<file path="config.mk">
export PLATFORM = sky130hd
export DESIGN_NAME = multicycle_ctrl_fsm_flat
export DESIGN_NICKNAME = d
export VERILOG_FILES = /design/src/rtl/core_ctrl_pkg.sv /design/src/rtl/multicycle_ctrl_fsm_if.sv /design/src/rtl/mem_wait_timer.sv /design/src/rtl/multicycle_ctrl_fsm.sv /design/src/flat_wrapper.sv
export SDC_FILE = /design/constraint.sdc
export NUM_CORES = 1
export LEC_CHECK = 0
export CORE_ASPECT_RATIO = 0.75
export CORE_MARGIN = 2
export CORE_UTILIZATION = 56
export CTS_BUF_LIST = sky130_fd_sc_hd__clkbuf_4 sky130_fd_sc_hd__clkbuf_8
export CTS_CLUSTER_DIAMETER = 150
export CTS_CLUSTER_SIZE = 14
export DETAILED_ROUTE_END_ITERATION = 16
export PLACE_DENSITY = 0.87
export SLEW_MARGIN = 20
export SYNTH_ARGS = -nofsm -noshare
export SYNTH_HDL_FRONTEND = slang
export SYNTH_SLANG_ARGS = --single-unit
export TNS_END_PERCENT = 50
</file>
<file path="constraint.sdc">
create_clock -name clk -period 3.25 [get_ports clk]
set_input_delay 0.4875 -clock clk [delete_from_list [all_inputs] [get_ports clk]]
set_output_delay 0.4875 -clock clk [all_outputs]
set_load 0.01 [all_outputs]
</file>
<file path="src/rtl/core_ctrl_pkg.sv">
// Shared encodings for the multi-cycle RV64 subset controller: opcodes,
// ALU operation selects and the controller state enumeration.
package core_ctrl_pkg;

    localparam logic [6:0] OP_RTYPE  = 7'b0110011;
    localparam logic [6:0] OP_LOAD   = 7'b0000011;
    localparam logic [6:0] OP_IMM    = 7'b0010011;
    localparam logic [6:0] OP_STORE  = 7'b0100011;
    localparam logic [6:0] OP_BRANCH = 7'b1100011;

    localparam logic [1:0] ALUOP_ADD   = 2'b00;
    localparam logic [1:0] ALUOP_SUB   = 2'b01;
    localparam logic [1:0] ALUOP_FUNCT = 2'b10;

    typedef enum logic [2:0] {
        S_FETCH  = 3'd0,
        S_DECODE = 3'd1,
        S_EXEC   = 3'd2,
        S_MEMRD  = 3'd3,
        S_MEMWR  = 3'd4,
        S_WB     = 3'd5,
        S_BRANCH = 3'd6,
        S_TRAP   = 3'd7
    } ctrl_state_t;

    // Opcodes that share the EXEC step (everything except beq).
    function automatic logic uses_exec(input logic [6:0] op);
        return (op == OP_RTYPE) || (op == OP_LOAD) || (op == OP_IMM) || (op == OP_STORE);
    endfunction

endpackage

</file>
<file path="src/rtl/multicycle_ctrl_fsm_if.sv">
// Controller <-> datapath bundle: instruction/status inputs and every
// mux select / write enable the controller drives.
interface multicycle_ctrl_fsm_if;
    logic [6:0] opcode;
    logic       zero;
    logic       memReady;
    logic       halt;
    logic       pcWrite;
    logic       pcWriteCond;
    logic       pcSrc;
    logic       iorD;
    logic       irWrite;
    logic       memRead;
    logic       memWrite;
    logic       memtoReg;
    logic       ALUSrc;
    logic [1:0] ALUOp;
    logic       regWrite;
    logic       branch;

    modport master (
        input  opcode, zero, memReady, halt,
        output pcWrite, pcWriteCond, pcSrc, iorD, irWrite, memRead, memWrite,
               memtoReg, ALUSrc, ALUOp, regWrite, branch
    );

    modport slave (
        output opcode, zero, memReady, halt,
        input  pcWrite, pcWriteCond, pcSrc, iorD, irWrite, memRead, memWrite,
               memtoReg, ALUSrc, ALUOp, regWrite, branch
    );
endinterface

</file>
<file path="src/rtl/mem_wait_timer.sv">
// Counts request cycles without memReady; flags a timeout on the
// MEM_TIMEOUT-th such cycle (memReady in that cycle still wins).
module mem_wait_timer #(
    parameter int MEM_TIMEOUT = 16
) (
    input  logic clk,
    input  logic rst_n,
    input  logic clear,
    input  logic active,
    input  logic ready,
    output logic busy,
    output logic timeout
);

    logic [7:0] count_reg;

    always_ff @(posedge clk or negedge rst_n) begin
        if (!rst_n) begin
            count_reg <= '0;
        end else if (clear) begin
            count_reg <= '0;
        end else if (active && !ready) begin
            count_reg <= count_reg + 8'd1;
        end
    end

    assign busy    = (count_reg != 8'd0);
    assign timeout = active && !ready && (count_reg == 8'(MEM_TIMEOUT - 1));

endmodule

</file>
<file path="src/rtl/multicycle_ctrl_fsm.sv">
// Multi-cycle sequencing controller (FETCH/DECODE/EXEC/MEM/WB/BRANCH).
// Build option ILLEGAL_TRAP_EN: unknown opcodes trap and raise illegalInstr.
module multicycle_ctrl_fsm
    import core_ctrl_pkg::*;
#(
    parameter int RET_W       = 32,
    parameter int MEM_TIMEOUT = 16
) (
    input  logic                  clk,
    input  logic                  rst_n,
    multicycle_ctrl_fsm_if.master bus,
    output logic                  memErr,
    output logic [2:0]            state,
    output logic [RET_W-1:0]      instrRetired
`ifdef ILLEGAL_TRAP_EN
    ,
    output logic                  illegalInstr
`endif
);

    ctrl_state_t      state_reg, state_next;
    logic [6:0]       op_reg;
    logic [RET_W-1:0] retired_reg;
    logic             mem_err_reg;
    logic             req_active, retire, wait_busy, wait_timeout, timer_clear;
    logic             unused_zero;

    // zero only gates the PC load inside the datapath (pcWriteCond path).
    assign unused_zero = bus.zero;

    // Once a fetch request has started (count non-zero), halt is ignored.
    assign req_active = ((state_reg == S_FETCH) && (!bus.halt || wait_busy))
                     || (state_reg == S_MEMRD) || (state_reg == S_MEMWR);

    assign timer_clear = (state_next != state_reg) || wait_timeout;

    mem_wait_timer #(.MEM_TIMEOUT(MEM_TIMEOUT)) u_wait_timer (
        .clk     (clk),
        .rst_n   (rst_n),
        .clear   (timer_clear),
        .active  (req_active),
        .ready   (bus.memReady),
        .busy    (wait_busy),
        .timeout (wait_timeout)
    );

    always_comb begin
        state_next = state_reg;
        retire     = 1'b0;
        unique case (state_reg)
            S_FETCH: begin
                if (req_active && bus.memReady) state_next = S_DECODE;
            end
            S_DECODE: begin
                if (uses_exec(bus.opcode))          state_next = S_EXEC;
                else if (bus.opcode == OP_BRANCH)   state_next = S_BRANCH;
`ifdef ILLEGAL_TRAP_EN
                else                                state_next = S_TRAP;
`else
                else                                state_next = S_FETCH;
`endif
            end
            S_EXEC: begin
                if (op_reg == OP_LOAD)       state_next = S_MEMRD;
                else if (op_reg == OP_STORE) state_next = S_MEMWR;
                else                         state_next = S_WB;
            end
            S_MEMRD: begin
                if (bus.memReady)      state_next = S_WB;
                else if (wait_timeout) state_next = S_FETCH;
            end
            S_MEMWR: begin
                if (bus.memReady) begin
                    state_next = S_FETCH;
                    retire     = 1'b1;
                end else if (wait_timeout) begin
                    state_next = S_FETCH;
                end
            end
            S_WB, S_BRANCH: begin
                state_next = S_FETCH;
                retire     = 1'b1;
            end
            S_TRAP: begin
`ifdef ILLEGAL_TRAP_EN
                state_next = S_TRAP;
`else
                state_next = S_FETCH;
`endif
            end
            default: state_next = S_FETCH;
        endcase
    end

    always_ff @(posedge clk or negedge rst_n) begin
        if (!rst_n) begin
            state_reg   <= S_FETCH;
            op_reg      <= '0;
            retired_reg <= '0;
            mem_err_reg <= 1'b0;
        end else begin
            state_reg   <= state_next;
            mem_err_reg <= wait_timeout;
            if (state_reg == S_DECODE) op_reg <= bus.opcode;
            if (retire) retired_reg <= retired_reg + 1'b1;
        end
    end

    // Datapath controls; forced low while reset is held, including the
    // memReady-dependent fetch strobes.
    always_comb begin
        bus.pcWrite     = 1'b0;
        bus.pcWriteCond = 1'b0;
        bus.pcSrc       = 1'b0;
        bus.iorD        = 1'b0;
        bus.irWrite     = 1'b0;
        bus.memRead     = 1'b0;
        bus.memWrite    = 1'b0;
        bus.memtoReg    = 1'b0;
        bus.ALUSrc      = 1'b0;
        bus.ALUOp       = ALUOP_ADD;
        bus.regWrite    = 1'b0;
        bus.branch      = 1'b0;
        if (rst_n) begin
            unique case (state_reg)
                S_FETCH: begin
                    if (req_active) begin
                        bus.memRead = 1'b1;
                        if (bus.memReady) begin
                            bus.irWrite = 1'b1;
                            bus.pcWrite = 1'b1;
                        end
                    end
                end
                S_EXEC: begin
                    bus.ALUOp  = (op_reg == OP_RTYPE) ? ALUOP_FUNCT : ALUOP_ADD;
                    bus.ALUSrc = (op_reg != OP_RTYPE);
                end
                S_MEMRD: begin
                    bus.iorD    = 1'b1;
                    bus.memRead = 1'b1;
                    bus.ALUSrc  = 1'b1;
                end
                S_MEMWR: begin
                    bus.iorD     = 1'b1;
                    bus.memWrite = 1'b1;
                    bus.ALUSrc   = 1'b1;
                end
                S_WB: begin
                    bus.regWrite = 1'b1;
                    bus.memtoReg = (op_reg == OP_LOAD);
                end
                S_BRANCH: begin
                    bus.ALUOp       = ALUOP_SUB;
                    bus.branch      = 1'b1;
                    bus.pcWriteCond = 1'b1;
                    bus.pcSrc       = 1'b1;
                end
                default: ;
            endcase
        end
    end

    assign memErr       = mem_err_reg;
    assign state        = state_reg;
    assign instrRetired = retired_reg;
`ifdef ILLEGAL_TRAP_EN
    assign illegalInstr = rst_n && (state_reg == S_TRAP);
`endif

endmodule
</file>
<file path="src/flat_wrapper.sv">
// flat-port wrapper written by rule: the top's interface ports become plain ports
module multicycle_ctrl_fsm_flat import core_ctrl_pkg::*;
#(
    parameter int RET_W       = 32,
    parameter int MEM_TIMEOUT = 16
)
  (clk, rst_n, memErr, state, instrRetired, bus_opcode, bus_zero, bus_memReady, bus_halt, bus_pcWrite, bus_pcWriteCond, bus_pcSrc, bus_iorD, bus_irWrite, bus_memRead, bus_memWrite, bus_memtoReg, bus_ALUSrc, bus_ALUOp, bus_regWrite, bus_branch);
  multicycle_ctrl_fsm_if bus_i ();
  input  logic clk;
  input  logic rst_n;
  output logic memErr;
  output logic [2:0] state;
  output logic [RET_W-1:0] instrRetired;
  input wire logic [$bits(bus_i.opcode)-1:0] bus_opcode;
  input wire logic [$bits(bus_i.zero)-1:0] bus_zero;
  input wire logic [$bits(bus_i.memReady)-1:0] bus_memReady;
  input wire logic [$bits(bus_i.halt)-1:0] bus_halt;
  output wire logic [$bits(bus_i.pcWrite)-1:0] bus_pcWrite;
  output wire logic [$bits(bus_i.pcWriteCond)-1:0] bus_pcWriteCond;
  output wire logic [$bits(bus_i.pcSrc)-1:0] bus_pcSrc;
  output wire logic [$bits(bus_i.iorD)-1:0] bus_iorD;
  output wire logic [$bits(bus_i.irWrite)-1:0] bus_irWrite;
  output wire logic [$bits(bus_i.memRead)-1:0] bus_memRead;
  output wire logic [$bits(bus_i.memWrite)-1:0] bus_memWrite;
  output wire logic [$bits(bus_i.memtoReg)-1:0] bus_memtoReg;
  output wire logic [$bits(bus_i.ALUSrc)-1:0] bus_ALUSrc;
  output wire logic [$bits(bus_i.ALUOp)-1:0] bus_ALUOp;
  output wire logic [$bits(bus_i.regWrite)-1:0] bus_regWrite;
  output wire logic [$bits(bus_i.branch)-1:0] bus_branch;
  assign bus_i.opcode = bus_opcode;
  assign bus_i.zero = bus_zero;
  assign bus_i.memReady = bus_memReady;
  assign bus_i.halt = bus_halt;
  assign bus_pcWrite = bus_i.pcWrite;
  assign bus_pcWriteCond = bus_i.pcWriteCond;
  assign bus_pcSrc = bus_i.pcSrc;
  assign bus_iorD = bus_i.iorD;
  assign bus_irWrite = bus_i.irWrite;
  assign bus_memRead = bus_i.memRead;
  assign bus_memWrite = bus_i.memWrite;
  assign bus_memtoReg = bus_i.memtoReg;
  assign bus_ALUSrc = bus_i.ALUSrc;
  assign bus_ALUOp = bus_i.ALUOp;
  assign bus_regWrite = bus_i.regWrite;
  assign bus_branch = bus_i.branch;
  multicycle_ctrl_fsm #(.RET_W(RET_W), .MEM_TIMEOUT(MEM_TIMEOUT)) u_core (.clk(clk), .rst_n(rst_n), .bus(bus_i), .memErr(memErr), .state(state), .instrRetired(instrRetired));
endmodule
</file>
==> results of run 1 <==
## final cells by class
cell class / count / share of cell area, %
multi-input cells: 188 / 39.27
clock buffers: 6 / 2.384
inverters: 10 / 1.084
well taps: 60 / 2.168
clock inverters: 2 / 0.4697
repair buffers: 63 / 17.77
flip-flops and latches: 51 / 36.85
## worst paths after layout
| check | start | endpoint | slack, ns | cells past startpoint |
|---|---|---|---|---|
| max | u_core.state[1]$_DFF_PN0_ | bus_ALUSrc | 0.43 | 5 |
| min reg2reg | u_core.instrRetired[31]$_DFFE_PN0P_ | u_core.instrRetired[31]$_DFFE_PN0P_ | 0.47 | 1 |
| max reg2reg | u_core.state[1]$_DFF_PN0_ | u_core.u_wait_timer.count_reg[1]$_DFFE_PN0P_ | 1.23 | 5 |
| min | rst_n | u_core.instrRetired[27]$_DFFE_PN0P_ | 0.009 | 1 |
| max in group asynchronous | rst_n | u_core.u_wait_timer.count_reg[3]$_DFFE_PN0P_ | 2.54 | 2 |
| min in group clk | u_core.instrRetired[31]$_DFFE_PN0P_ | u_core.instrRetired[31]$_DFFE_PN0P_ | 0.47 | 1 |
## report_power, final
part           leakage, nW  switching (mW)  internal (mW)
sequential           0.682          0.0656          0.702
clock               0.0474           0.216          0.174
combinational        0.864           0.154          0.173
total                 1.59           0.436           1.05
## placed cells by master, fill, tap and decap left out, drive strengths merged, types with 2 or more instances in the layout
cell type / count
a211oi: 3
xnor2: 17
nand4: 7
clkbuf: 6
nand2: 21
ha: 3
and3: 13
and2: 3
a21oi: 4
inv: 10
buf: 5
mux2: 8
nor3: 9
a21boi: 3
nor4bb: 2
nand4bb: 4
or2: 3
nor2: 24
nand3: 9
nor2b: 4
o31ai: 3
and3b: 2
nand2b: 3
clkdlybuf4s50: 58
nor4: 5
xor2: 21
dfrtp: 51
## synth_stat cells, types with 3 or more instances
master / number
and2_1: 3
mux2_2: 8
dfrtp_1: 51
a21oi_1: 4
nor4_1: 4
clkbuf_1: 3
and3_1: 11
nor3_1: 7
nand2_1: 21
xnor2_1: 17
nand3_1: 9
nor2_1: 24
nand2b_1: 3
inv_1: 10
nand4_1: 5
buf_4: 4
ha_1: 3
xor2_1: 21
o31ai_1: 3
nor2b_1: 4
nand4bb_1: 4
## metrics by stage
step | util [%] | setup slack [ns]
2_1_floorplan | - | 1.166
3_3_place_gp | 69.84 | 0.6465
3_5_place_dp | 69.84 | 0.6320
4_1_cts | 71.90 | 0.4096
5_1_grt | 71.90 | 0.2334
6_report | 71.90 | 0.4322
## layer usage
metal | global-route usage, % | vias up | share of wire, %
met5 | 0 | - | 0
met4 | 7.341 | 0 | 1.4
met3 | 4.713 | 9 | 3.6
met2 | 35.33 | 41 | 46
met1 | 33.08 | 1009 | 49
li1 | - | 1022 | -
## cells by family after synthesis
kind of cell	synth area share, %
AO/OA/AOI/OAI	6.935
XOR/XNOR	12.14
adder cells (fa/ha/maj)	1.369
buffers and inverters	3.878
flip-flops	46.53
multiplexers	3.650
AND/OR/NAND/NOR	25.50
==> metrics.csv, run 1 <==
stage;metric;value;unit
status;status;complete, no violations;
grt;grt_max_degree;38;
logic_synthesis;synth-seq-area-share;46.53;%
logic_synthesis;synth_nets;274;
floorplanning;rows;22;
power_and_ir_drop;power;1.485;mW
timing;fin_crit_sh;86.70;%
timing;setup_viol;0;
detailed_routing;finalWirelength;5804;um
timing;grt_setup_unrepaired;no;
power_and_ir_drop;power_density;428.8;nW/um^2
min_path;hp-class;in2async;
critical_path;cp_cell_sequence;nand2_1 > or2_2 > a21boi_0 > o21bai_1 > clkdlybuf4s50_1;
detailed_routing;wire_per_inst;15.27;um
critical_path;start_kind;flip-flop;
timing;setup_tns;0;ns
floorplanning;core;4817;sq um
logic_synthesis;yosys.area.top_type_share;46.53;%
floorplanning;die_area;5479;sq um
grt;grt_pass1_vias;2082;
clocking;cts_tree;built;
logic_synthesis;yosysTopAreaCell;dfrtp_1;
logic_synthesis;synthCells;259;
finish;multiInputGateArea;1360;sq um
logic_synthesis;synth_area;2743;sq um
placement;hpwl;4518;um
logic_synthesis;ys_async_sr_fraction;100.0;%
grt;antenna_found_initial;0;
clocking;cts_buffers;5;
placement;placed_cells;372;
placement;postPlaceCellArea;3364;sq um
critical_path;crit_arrival;2.33;ns
floorplanning;start_util;56.94;%
critical_path;critPathMaxStageDelay;0.59;ns
placement;io_buffers;59;
detailed_routing;ant_nets;0;
critical_path;critPathKind;reg2out;
timing;fin_skew;0.003530;ns
finish;syn_to_final_growth;26.28;%
logic_synthesis;synth.avg_cell_area;10.59;sq um
finish;regArea;1276;sq um
detailed_routing;viasPerCell;5.476;
critical_path;critPathTopFamily;flip-flops;
logic_synthesis;synth.distinct_cells;52;
critical_path;cp_max_fo;12;
timing;final-max-slew-violation-count;0;
grt;grt_first_pass_wirelength;9949;um
finish;largest_reg_flops;32;
power_and_ir_drop;power_leakage;1.593;nW
power_and_ir_drop;ir_worst_vdd;0.3020;mV
timing;min_period;2.818;ns
detailed_routing;drtPass1Iterations;4;
logic_synthesis;synth_area_leaders;dfrtp_1, xor2_1, xnor2_1;
clocking;clock_sinks;51;
floorplanning;pin_count;61;
finish;fillers;356;
timing;worst_pin_slew;0.5659;ns
finish;nNetsFinal;334;
timing;relSlewSlack;62.19;%
finish;design_area;3463;sq um
timing;holdWs;0.009181;ns
clocking;cts_resized;0;
critical_path;path_buf_inv;1;
logic_synthesis;ys_ff_latch;51;
floorplanning;die_width;84.81;um
clocking;htree_levels;2;
detailed_routing;drt_first_iter_violations;89;
clocking;clk-insertion-delay-late;0.30;ns
clocking;holdBufCountCts;0;
finish;final_layout_size_suffix_gt1_share;10.94;%
placement;gp_congestion;0.8416;
floorplanning;die_h;64.61;um
clocking;clock_path_buffers;2;
grt;grt_overflow;0;
finish;final_cells;380;
timing;fmax;354.9;MHz
detailed_routing;post-route-drc-count;0;
clocking;path_clk_slew;0.09;ns
grt;gr-usage-all-layers;23.05;%
logic_synthesis;synth_edf_count;0;
critical_path;required;2.76;ns
critical_path;end_kind;output port;
detailed_routing;vias;2081;
timing;hold_viol_final;0;
flow_run;maxCapViolations;0;
logic_synthesis;yosys_most_used_dff;dfrtp_1;
finish;insertedDiodeCount;0;
critical_path;crit_slowest_cell;dfrtp_1;
clocking;cts-root-buf;clkbuf_8;
clocking;cts_setup_buffers;0;
logic_synthesis;yosysWarnings;0;
Note: power is estimated with default switching activity, not from simulation.
==> run 2: changes to the inputs <==
- CORE_UTILIZATION: 56 -> 60
- DONT_BUFFER_PORTS: not set -> 1
- GPL_TIMING_DRIVEN: not set -> 0
- PLACE_DENSITY: 0.87 -> 0.76
==> metrics.csv, run 2 (synthesized netlist as in run 1, its figures left out) <==
stage;metric;value;unit
status;status;complete, no violations;
detailed_routing;post-route-drc-count;0;
clocking;cts_setup_buffers;0;
floorplanning;core;4441;sq um
clocking;cts-root-buf;clkbuf_8;
placement;hpwl;3946;um
clocking;path_clk_slew;0.09;ns
detailed_routing;vias;1926;
detailed_routing;ant_nets;0;
detailed_routing;drtPass1Iterations;4;
finish;syn_to_final_growth;6.843;%
grt;grt_first_pass_wirelength;9149;um
power_and_ir_drop;power_density;482.3;nW/um^2
finish;fillers;381;
critical_path;critPathKind;reg2out;
detailed_routing;viasPerCell;5.926;
finish;insertedDiodeCount;0;
timing;final-max-slew-violation-count;0;
clocking;htree_levels;2;
timing;setup_tns;0;ns
finish;final_cells;325;
grt;grt_max_degree;52;
placement;io_buffers;0;
grt;grt_pass1_vias;1846;
power_and_ir_drop;ir_worst_vdd;0.2698;mV
finish;nNetsFinal;282;
floorplanning;start_util;61.76;%
placement;placed_cells;316;
timing;grt_setup_unrepaired;no;
timing;relSlewSlack;50.79;%
finish;design_area;2930;sq um
min_path;hp-class;in2async;
critical_path;required;2.76;ns
timing;fin_ws;0.6437;ns
finish;mostFrequentLayoutCells;dfrtp_1, nor2_1, nand2_1, xor2_1, xnor2_1;
grt;gr-usage-all-layers;22.88;%
finish;mostFrequentLayoutCell;dfrtp_1;
timing;hold_viol_final;0;
timing;worst_pin_slew;0.7325;ns
floorplanning;die_width;82.07;um
detailed_routing;drt_first_iter_violations;117;
timing;fin_skew;0.01097;ns
timing;holdWs;0.02831;ns
clocking;cts_resized;0;
clocking;cts_tree;built;
clocking;holdBufCountCts;1;
critical_path;end_kind;output port;
finish;final_layout_size_suffix_gt1_share;14.18;%
placement;gp_congestion;0.8150;
floorplanning;die_h;62.55;um
clocking;clock_path_buffers;2;
clocking;cts_buffers;5;
timing;fin_crit_sh;80.19;%
clocking;clock_sinks;51;
placement;dpl_worst_slack;0.9859;ns
placement;postPlaceCellArea;2814;sq um
critical_path;cp_max_fo;10;
clocking;clk-insertion-delay-late;0.30;ns
timing;setup_viol;0;
timing;min_period;2.606;ns
flow_run;maxCapViolations;0;
critical_path;crit_arrival;2.12;ns
finish;finalCoreUtilization;65.99;%
critical_path;rrSetupSlack;1.12;ns
finish;largest_reg_flops;32;
timing;fmax;383.7;MHz
floorplanning;rows;21;
power_and_ir_drop;power;1.413;mW
critical_path;start_kind;flip-flop;
power_and_ir_drop;power_leakage;1.418;nW
floorplanning;pin_count;61;
detailed_routing;finalWirelength;5359;um
grt;grt_overflow;0;
detailed_routing;wire_per_inst;16.49;um
floorplanning;die_area;5133;sq um
grt;antenna_found_initial;0;
-- run 2: cell types whose count changed in the layout (fill, tap and decap cells not counted), sizes merged --
cell           delta
clkdlybuf4s50    -58
clkbuf            +3
buf               +3
-- run 2: final timing paths --
| check | end | cells after the start | startpoint |
|---|---|---|---|
| min in group clk | u_core.op_reg[5]$_DFFE_PN0P_ | 1 | bus_opcode[5] |
| worst min register to register | u_core.op_reg[2]$_DFFE_PN0P_ | 1 | u_core.op_reg[2]$_DFFE_PN0P_ |
| max in group asynchronous | u_core.state[0]$_DFF_PN0_ | 1 | rst_n |
| worst max-delay path | bus_ALUSrc | 5 | u_core.state[1]$_DFF_PN0_ |
| worst max register to register | u_core.u_wait_timer.count_reg[7]$_DFFE_PN0P_ | 6 | u_core.state[1]$_DFF_PN0_ |
| worst min-delay path | u_core.op_reg[0]$_DFFE_PN0P_ | 1 | rst_n |
-- run 2: layer usage --
metal  GRT usage [%]  routed length (um)  vias to the layer above
met5               0                   0                        -
met2           30.39                2223                       63
met3           7.370                 416                        7
met1           35.01                2656                      941
met4           7.500                  63                        0
li1                -                   -                      915
-- run 2: final cells by class --
cell class              instances  area [sq um]  area share [%]
multi-input cells             188          1360           46.41
plain buffers                  10         68.82           2.348
clock buffers                   6         76.32           2.605
repair buffers                  1         27.53          0.9394
clock inverters                 2         12.51          0.4270
well taps                      57         71.32           2.434
flip-flops and latches         51          1276           43.55
inverters                      10         37.54           1.281
-- run 2: power by group --
group          internal (mW)  switching (mW)
clock                  0.159           0.206
sequential             0.702          0.0767
combinational          0.131           0.138
total                  0.992           0.421
-- run 2: critical path, cell delays in order, from the launching register on --
cell      delay (ns)
dfrtp_1         0.46
buf_6           0.18
nor2_1          0.34
nand2_1         0.13
a21boi_0        0.46
o21bai_1        0.24
==> run 3: changes to the inputs <==
- CORE_UTILIZATION: 60 -> 59
- PLACE_DENSITY: 0.76 -> 0.78
- clock period: 3.25 -> 2.2 ns (I/O delays scaled with it)
==> metrics.csv, run 3 (synthesized netlist as in run 1, its figures left out) <==
stage;metric;value;unit
status;status;complete, no violations;
critical_path;cp-startpoint;u_core.u_wait_timer.count_reg[1]$_DFFE_PN0P_;
detailed_routing;ant_nets;0;
clocking;htree_levels;2;
grt;grt_overflow;0;
power_and_ir_drop;power_density;738.8;nW/um^2
detailed_routing;vias;1945;
critical_path;cp_max_fo;4;
finish;final_cells;328;
power_and_ir_drop;power_leakage;1.452;nW
placement;placed_cells;316;
grt;gr-usage-all-layers;22.38;%
detailed_routing;viasPerCell;5.930;
floorplanning;die_width;82.73;um
floorplanning;rows;21;
placement;io_buffers;0;
placement;hpwl;4037;um
critical_path;crit_slowest_cell;dfrtp_1;
critical_path;timing.rr.start;u_core.u_wait_timer.count_reg[1]$_DFFE_PN0P_;
flow_run;maxCapViolations;0;
finish;final_layout_size_suffix_gt1_share;18.08;%
timing;final-max-slew-violation-count;0;
clocking;cts_tree;built;
finish;finalCoreUtilization;67.70;%
detailed_routing;wire_per_inst;16.93;um
critical_path;critPathMaxStageDelay;0.42;ns
timing;fin_ws;0.06082;ns
grt;grt_max_degree;52;
timing;holdWs;0.1769;ns
timing;fmax;467.5;MHz
critical_path;critPathKind;reg2out;
grt;grt_first_pass_wirelength;8983;um
detailed_routing;drt_first_iter_violations;142;
power_and_ir_drop;p_sw;0.6428;mW
power_and_ir_drop;p_clk_share;29.0;%
power_and_ir_drop;ir_worst_vdd;0.5743;mV
detailed_routing;finalWirelength;5553;um
grt;grt_pass1_vias;1868;
critical_path;cp_cell_sequence;inv_1 > ha_2 > nor4bb_1 > nand2_1 > buf_4 > nand2_1 > a21oi_1;
critical_path;r2r.worst_path.cells;7;
critical_path;cpMostUsedCell;nand2_1;
critical_path;r2r-end;u_core.u_wait_timer.count_reg[1]$_DFFE_PN0P_;
power_and_ir_drop;swShare;28.77;%
critical_path;end_kind;output port;
timing;fin_skew;0.01480;ns
power_and_ir_drop;p_int;1.591;mW
finish;mostFrequentLayoutCell;dfrtp_1;
timing;relSlewSlack;59.57;%
detailed_routing;drtPass1Iterations;4;
clocking;path_clk_slew;0.09;ns
timing;fin_crit_sh;97.24;%
placement;gp_congestion;0.8253;
clocking;clock_path_buffers;2;
floorplanning;start_util;61.40;%
clocking;cts_buffers;5;
finish;nNetsFinal;285;
power_and_ir_drop;power_frac_comb;19.5;%
min_path;min_from;bus_opcode[6];
placement;dpl_worst_slack;0.08227;ns
floorplanning;die_h;63.05;um
min_path;whs_path_depth;1;
clocking;clk-insertion-delay-late;0.30;ns
finish;insertedDiodeCount;0;
min_path;hold-path-endpoint;u_core.op_reg[6]$_DFFE_PN0P_;
floorplanning;core;4467;sq um
critical_path;start_kind;flip-flop;
finish;syn_to_final_growth;10.26;%
critical_path;required;1.87;ns
min_path;hp-class;in2reg;
floorplanning;die_area;5215;sq um
critical_path;rrSetupSlack;0.20;ns
grt;antenna_found_initial;0;
timing;setup_viol;0;
timing;min_period;2.139;ns
timing;worst_pin_slew;0.6043;ns
timing;grt_setup_unrepaired;yes;
finish;mostFrequentLayoutCells;dfrtp_1, nor2_1, xor2_1;
critical_path;crit_arrival;1.81;ns
clocking;cts-root-buf;clkbuf_8;
detailed_routing;post-route-drc-count;0;
finish;largest_reg_flops;32;
floorplanning;pin_count;61;
power_and_ir_drop;p_seq_share;51.5;%
timing;hold_viol_final;0;
clocking;clock_sinks;51;
==> run 3: changes by cell type in the layout (fill, tap and decap cells not counted), sizes merged <==
| cell | delta |
|---|---|
| clkinv | +1 |
| buf | +2 |
| clkinvlp | -1 |
| dlygate4sd3 | +1 |
| clkbuf | -1 |
| bufinv | +1 |
==> run 3: final cells by class <==
| type | instances | area [sq um] |
|---|---|---|
| plain buffers | 10 | 68.82 |
| clock buffers | 5 | 68.82 |
| clock inverters | 3 | 43.79 |
| fillers | 348 | 1443 |
| inverters | 10 | 37.54 |
| multi-input cells | 188 | 1403 |
| flip-flops and latches | 51 | 1279 |
| well taps | 57 | 71.32 |
| repair buffers | 4 | 52.55 |
==> run 3: worst max path at each step <==
stage	endpoint	slack, ns	depth (start not counted)
3_3_place_gp	bus_pcWrite	0.09	7
5_1_grt	bus_memRead	-0.06	7
4_1_cts	bus_pcWrite	0.02	7
3_5_place_dp	bus_pcWrite	0.08	7
6_report	bus_memRead	0.06	7
2_1_floorplan	bus_pcWrite	0.27	7
==> run 3: timing repair <==
| action | CTS | global route |
|---|---|---|
| cloned | 0 | 0 |
| hold endpoints to repair | 51 | 0 |
| gates resized for setup | 6 | 6 |
| pin swaps | 0 | 2 |
| buffers inserted | 0 | 2 |
| hold buffers | 2 | 0 |
| endpoints found under the setup margin | 6 | 5 |
==> run 3: critical path, delay by kind of cell, from the launching register on <==
kind / cells / cell delay, ns
AND/OR/NAND/NOR: 3 / 0.58
flip-flops: 1 / 0.42
buffers and inverters: 2 / 0.24
adder cells (fa/ha/maj): 1 / 0.16
AO/OA/AOI/OAI: 1 / 0.11
==> run 3: metal layers <==
| layer | vias up | GRT usage [%] | wire length, um |
|---|---|---|---|
| li1 | 917 | - | - |
| met1 | 976 | 32.95 | 2678 |
| met2 | 48 | 32.56 | 2416 |
| met3 | 4 | 7.370 | 431 |
| met5 | - | 0 | 0 |
| met4 | 0 | 4.303 | 27 |
==> run 3: power groups by stage <==
stage	combinational, mW	clock [mW]	sequential (mW)
floorplan	0.317	0	1.14
global placement	0.364	0	1.16
detailed placement	0.375	0	1.17
CTS	0.413	0.657	1.15
global route	0.485	0.700	1.17
finish	0.435	0.648	1.15
==> run 3: stage by stage <==
stage / TNS [ns] / power [mW] / instance area (sq um)
2_1_floorplan: 0 / 1.452 / 2743
3_3_place_gp: 0 / 1.525 / 2814
3_5_place_dp: 0 / 1.545 / 2814
4_1_cts: 0 / 2.221 / 2990
5_1_grt: -0.1221 / 2.359 / 3024
6_report: 0 / 2.234 / 3024
